`src/rtl/fifo_sync_param.sv`:
```
// fifo_sync_param
//   Parametrised single-clock FIFO for the UART datapath (RX/TX shifters on
//   one side, bus register interface on the other).
//
//   Parameters
//     BW        element width in bits
//     LGFLEN    log2 of depth, D = 2**LGFLEN
//     FWFT      0: o_data updates on the edge that accepts a read
//               1: head element presented on o_data whenever not empty
//     AF_THRESH o_almost_full  when fill >= AF_THRESH (1..D)
//     AE_THRESH o_almost_empty when fill <= AE_THRESH (0..D-1)
//
//   Ports
//     i_clk, i_rst_n       clock, async active-low reset
//     i_flush              synchronous clear of contents and error flags
//     i_wr, i_data         write request and data
//     i_rd, o_data         read request and data
//     o_full, o_empty      fill == D / fill == 0
//     o_almost_full/empty  threshold flags
//     o_fill               element count 0..D
//     o_overflow/underflow sticky error flags, cleared by flush or reset
module fifo_sync_param #(
  parameter int unsigned BW        = 8,
  parameter int unsigned LGFLEN    = 4,
  parameter bit          FWFT      = 1'b0,
  parameter int unsigned AF_THRESH = (1 << LGFLEN) - 2,
  parameter int unsigned AE_THRESH = 1
) (
  input  logic              i_clk,
  input  logic              i_rst_n,
  input  logic              i_flush,
  input  logic              i_wr,
  input  logic [BW-1:0]     i_data,
  input  logic              i_rd,
  output logic [BW-1:0]     o_data,
  output logic              o_full,
  output logic              o_empty,
  output logic              o_almost_full,
  output logic              o_almost_empty,
  output logic [LGFLEN:0]   o_fill,
  output logic              o_overflow,
  output logic              o_underflow
);

  localparam int unsigned     D        = 1 << LGFLEN;
  localparam logic [LGFLEN:0] FILL_MAX = (LGFLEN+1)'(D);
  localparam logic [LGFLEN:0] AF_L     = (LGFLEN+1)'(AF_THRESH);
  localparam logic [LGFLEN:0] AE_L     = (LGFLEN+1)'(AE_THRESH);

  logic [BW-1:0]     mem_q [D];
  logic [LGFLEN-1:0] wr_ptr_q, wr_ptr_d;
  logic [LGFLEN-1:0] rd_ptr_q, rd_ptr_d;
  logic [LGFLEN:0]   fill_q, fill_d;
  logic              full_q, full_d;
  logic              empty_q, empty_d;
  logic              af_q, af_d;
  logic              ae_q, ae_d;
  logic              ovf_q, ovf_d;
  logic              unf_q, unf_d;
  logic              rd_ok, wr_ok;

  // A write into a full FIFO is accepted only when a read frees a slot in
  // the same cycle.
  assign rd_ok = i_rd & ~empty_q;
  assign wr_ok = i_wr & (~full_q | rd_ok);

  always_comb begin
    wr_ptr_d = wr_ptr_q;
    rd_ptr_d = rd_ptr_q;
    fill_d   = fill_q;
    ovf_d    = ovf_q;
    unf_d    = unf_q;
    if (i_flush) begin
      wr_ptr_d = '0;
      rd_ptr_d = '0;
      fill_d   = '0;
      ovf_d    = 1'b0;
      unf_d    = 1'b0;
    end else begin
      if (wr_ok) wr_ptr_d = wr_ptr_q + LGFLEN'(1);
      if (rd_ok) rd_ptr_d = rd_ptr_q + LGFLEN'(1);
      case ({wr_ok, rd_ok})
        2'b10:   fill_d = fill_q + (LGFLEN+1)'(1);
        2'b01:   fill_d = fill_q - (LGFLEN+1)'(1);
        default: fill_d = fill_q;
      endcase
      if (i_wr && !wr_ok) ovf_d = 1'b1;
      if (i_rd && !rd_ok) unf_d = 1'b1;
    end
    // Flags come from the next fill so they line up with o_fill.
    full_d  = (fill_d == FILL_MAX);
    empty_d = (fill_d == '0);
    af_d    = (fill_d >= AF_L);
    ae_d    = (fill_d <= AE_L);
  end

  always_ff @(posedge i_clk or negedge i_rst_n) begin
    if (!i_rst_n) begin
      wr_ptr_q <= '0;
      rd_ptr_q <= '0;
      fill_q   <= '0;
      full_q   <= 1'b0;
      empty_q  <= 1'b1;
      af_q     <= 1'b0;
      ae_q     <= 1'b1;
      ovf_q    <= 1'b0;
      unf_q    <= 1'b0;
    end else begin
      wr_ptr_q <= wr_ptr_d;
      rd_ptr_q <= rd_ptr_d;
      fill_q   <= fill_d;
      full_q   <= full_d;
      empty_q  <= empty_d;
      af_q     <= af_d;
      ae_q     <= ae_d;
      ovf_q    <= ovf_d;
      unf_q    <= unf_d;
    end
  end

  // Storage is not reset.
  always_ff @(posedge i_clk) begin
    if (!i_flush && wr_ok) mem_q[wr_ptr_q] <= i_data;
  end

  generate
    if (FWFT) begin : g_fwft
      // Contents are undefined when empty; drive zero so reset shows 0.
      assign o_data = empty_q ? '0 : mem_q[rd_ptr_q];
    end else begin : g_std
      logic [BW-1:0] rdata_q;
      // Full with simultaneous read/write: wr_ptr == rd_ptr, and the read
      // here sees the old entry because the write lands at the same edge.
      always_ff @(posedge i_clk or negedge i_rst_n) begin
        if (!i_rst_n)                 rdata_q <= '0;
        else if (!i_flush && rd_ok)   rdata_q <= mem_q[rd_ptr_q];
      end
      assign o_data = rdata_q;
    end
  endgenerate

  assign o_full         = full_q;
  assign o_empty        = empty_q;
  assign o_almost_full  = af_q;
  assign o_almost_empty = ae_q;
  assign o_fill         = fill_q;
  assign o_overflow     = ovf_q;
  assign o_underflow    = unf_q;

endmodule

```
`config.mk`:
```
export PLATFORM = sky130hd
export DESIGN_NAME = fifo_sync_param
export DESIGN_NICKNAME = d
export VERILOG_FILES = /design/src/rtl/fifo_sync_param.sv
export SDC_FILE = /design/constraint.sdc
export NUM_CORES = 1
export LEC_CHECK = 0
export CELL_PAD_IN_SITES_DETAIL_PLACEMENT = 1
export CELL_PAD_IN_SITES_GLOBAL_PLACEMENT = 1
export CORE_MARGIN = 3
export CORE_UTILIZATION = 56
export CTS_CLUSTER_DIAMETER = 80
export DETAILED_ROUTE_END_ITERATION = 10
export PLACE_DENSITY = 0.86
export SETUP_SLACK_MARGIN = 0.2
export SYNTH_ARGS = -nofsm -noshare
export SYNTH_HDL_FRONTEND = slang
export SYNTH_SLANG_ARGS = --single-unit
```
`constraint.sdc`:
```
create_clock -name i_clk -period 4.45 [get_ports i_clk]
set_input_delay 0.89 -clock i_clk [delete_from_list [all_inputs] [get_ports i_clk]]
set_output_delay 0.89 -clock i_clk [all_outputs]
set_load 0.01 [all_outputs]
```
==> results.json <==
{
  "gr-total-overflow": 0,
  "rsz0062_at_grt": "false",
  "max_cap_violations": 0,
  "die_width_um": 112,
  "synthXorXnorAreaFrac": 0.0111,
  "firstDrtPassIters": 5,
  "path_class": "in -> reg",
  "drc": 0,
  "coreArea_um2": 10900,
  "via_per_inst": 6.33,
  "die_y_um": 112,
  "antenna_cells": 0,
  "die-area_um2": 12600,
  "cts-resized-gates": 0,
  "leakage_nw": 2.54,
  "drtAntennaViolNets": 0,
  "synth_compound_area_frac": 0.0338,
  "post_cts_buffers": 0,
  "cts_buffers": 17,
  "ir_worst_vdd_uv": 518,
  "antenna_found_initial": 0,
  "post-route-util": 0.679,
  "place_inst": 519,
  "crit_start": "i_rd",
  "min_from": "o_underflow",
  "design_area_um2": 7420,
  "nets": 419,
  "crit_chain": "clkdlybuf4s50_1, nand2b_1, a21boi_1, inv_1, ha_1, xor2_1, ha_1, inv_1, o311a_1, or4b_1, nand3_1, and3b_1",
  "place_area_um2": 6840,
  "start_kind": "input pin",
  "end_kind": "flop",
  "routedWlPerCell_um": 28.0,
  "io_buffers": 31,
  "r2r_cells": 11,
  "synthSimpleGateAreaFrac": 0.0546,
  "grt_pass1_wl_mm": 24.3,
  "hold_buffers": 0,
  "cts.clk_slew.worst_paths_ns": 0.06,
  "drive_above_1_share": 0.197,
  "status": "finished, final reports clean",
  "cts_max_level": 4,
  "path_max_fanout": 7,
  "routed_wl_mm": 15.4,
  "skew_ns": 0.0123,
  "synth_mux_area_frac": 0.149,
  "cts_tree": "yes",
  "setup_viol": 0,
  "async_flop_share": 0.174,
  "rows": 38,
  "cp.arrival_ns": 4.13,
  "setup_tns_ns": 0,
  "ys_types": 41,
  "dr_total_vias": 3487,
  "synth_top_family_by_area": "multiplexers",
  "whs_ns": 0.510,
  "synth-edff-count": 128,
  "ys_ff_latch": 155,
  "maxSlewViolCount": 0,
  "whs_path_depth": 2,
  "required_ns": 4.80,
  "grt_max_degree": 35,
  "period_share": 0.849,
  "start_util": 0.578,
  "synth_warnings": 0,
  "rr_startpoint": "o_empty",
  "tightestPinTransition_ns": 0.984,
  "cts_buffer_depth": 2,
  "root_buffer": "clkbuf_16",
  "slowest_stage": "or4b_1",
  "slew_headroom": 0.344,
  "finalHoldViolCount": 0,
  "yosys.area_share.adder": 0.0158,
  "min_path_type": "reg -> reg",
  "synthToLayoutAreaGrowth_pct": 17.4,
  "syn-cell-area_um2": 6320,
  "clk_latency_ns": 0.43,
  "slowest_delay_ns": 0.51,
  "syn_inst": 349,
  "routabilityCongestion": 0.835,
  "grt_pass1_vias": 3852,
  "power_mw": 3.94,
  "power_density_nw_per_um2": 530,
  "syn_nets": 370,
  "clock-sinks": 155,
  "dp_slack_ns": 0.246,
  "timing.fmax_ghz": 0.265,
  "drt_iter0_drc": 281,
  "hpwlAfterDp_mm": 9.49,
  "yosys_most_used_dff": "edfxtp_1",
  "syn-mean-instance-area_um2": 18.1,
  "yosysSeqAreaShare": 0.715,
  "grt_usage": 0.267,
  "stdcell_count": 551,
  "worst_slack_ns": 0.672,
  "ios": 32,
  "period_minus_slack_ns": 3.78
}
[metal layers]
layer  routed length, µm  share of wire  GRT usage  up-vias
li1                    -              -          -     1477
met1                6200           0.40      0.355     1829
met2                7780           0.50      0.426      156
met3                1190          0.077     0.0922       25
met4                 262          0.017     0.0777        0
met5                   0              0          0        -
[area by class of cell]
cell class              count  area, µm²
repair buffers             49        445
multi-input cells         168       1670
clock buffers              19        433
fillers                   925       3510
inverters                   7       26.3
flip-flops and latches    155       4520
well taps                 140        175
clock inverters            13        150
[synth_stat cells (all sizes together) (2+ instances only)]
cell    number  area, µm²
a21o         2       15.0
a21oi        9       45.0
a221o        8       80.1
and3b        2       17.5
buf          9       67.6
clkbuf      10       37.5
dfrtp       25        626
dfstp        2       52.6
edfxtp     128       3840
ha           8        100
inv          6       22.5
mux2         8       90.1
mux2i       10        100
mux4        32        751
nand2       15       56.3
nand2b       3       18.8
nand3        3       15.0
nor2        26       97.6
nor2b        2       12.5
nor3        15       75.1
nor3b        2       15.0
o21ai        3       15.0
xnor2        3       26.3
xor2         5       43.8
[report_power, final]
| part | leakage (nW) | switching [mW] | internal, mW |
|---|---|---|---|
| clock network | 0.282 | 0.558 | 0.875 |
| logic | 0.754 | 0.332 | 0.371 |
| registers | 1.50 | 0.132 | 1.67 |
[critical path: cells and delay by family]
kind | cells | cell delay (ns)
adders and majority gates | 2 | 0.57
and+or+nand+nor | 4 | 1.02
buffers and inverters | 3 | 0.73
AOI/OAI and AO/OA | 2 | 0.72
xor gates and xnor gates | 1 | 0.20
[cells by family (layout without fill, tap and decap cells)]
| group | count (synthesis) | after routing |
|---|---|---|
| AOI/OAI and AO/OA | 29 | 29 |
| xor gates and xnor gates | 8 | 8 |
| adders and majority gates | 8 | 8 |
| buffers and inverters | 26 | 88 |
| DFF | 155 | 155 |
| muxes | 50 | 50 |
| and+or+nand+nor | 73 | 73 |
[sequential cells by signal (all words and copies together) (netlist names)]
register	count
o_fill	5
mem_q	128
o_full	1
o_overflow	1
o_empty	1
o_underflow	1
o_almost_full	1
o_data	8
rd_ptr_q	4
wr_ptr_q	4
o_almost_empty	1
[layout by cell type (no fill, tap or decap), drive strengths merged, types with 3 or more instances in the layout]
cell,count
nand3,3
clkbuf,19
o21ai,3
xor2,5
xnor2,3
inv,7
edfxtp,128
nor3,15
clkdlybuf4s50,31
mux2,8
nor2,26
mux4,32
clkinv,8
a221o,8
mux2i,10
bufinv,3
nand2,15
ha,8
buf,18
dfrtp,25
nand2b,3
a21oi,9
[worst paths after layout]
check | endpoint | slack [ns]
max in group asynchronous | o_almost_empty | 3.26
worst min-delay path | o_underflow | 0.51
min in group asynchronous | o_fill[4] | 0.87
worst max register to register | o_full | 1.16
worst min register to register | o_underflow | 0.51
worst max-delay path | o_full | 0.67
Note: power is estimated with default switching activity, not from simulation.
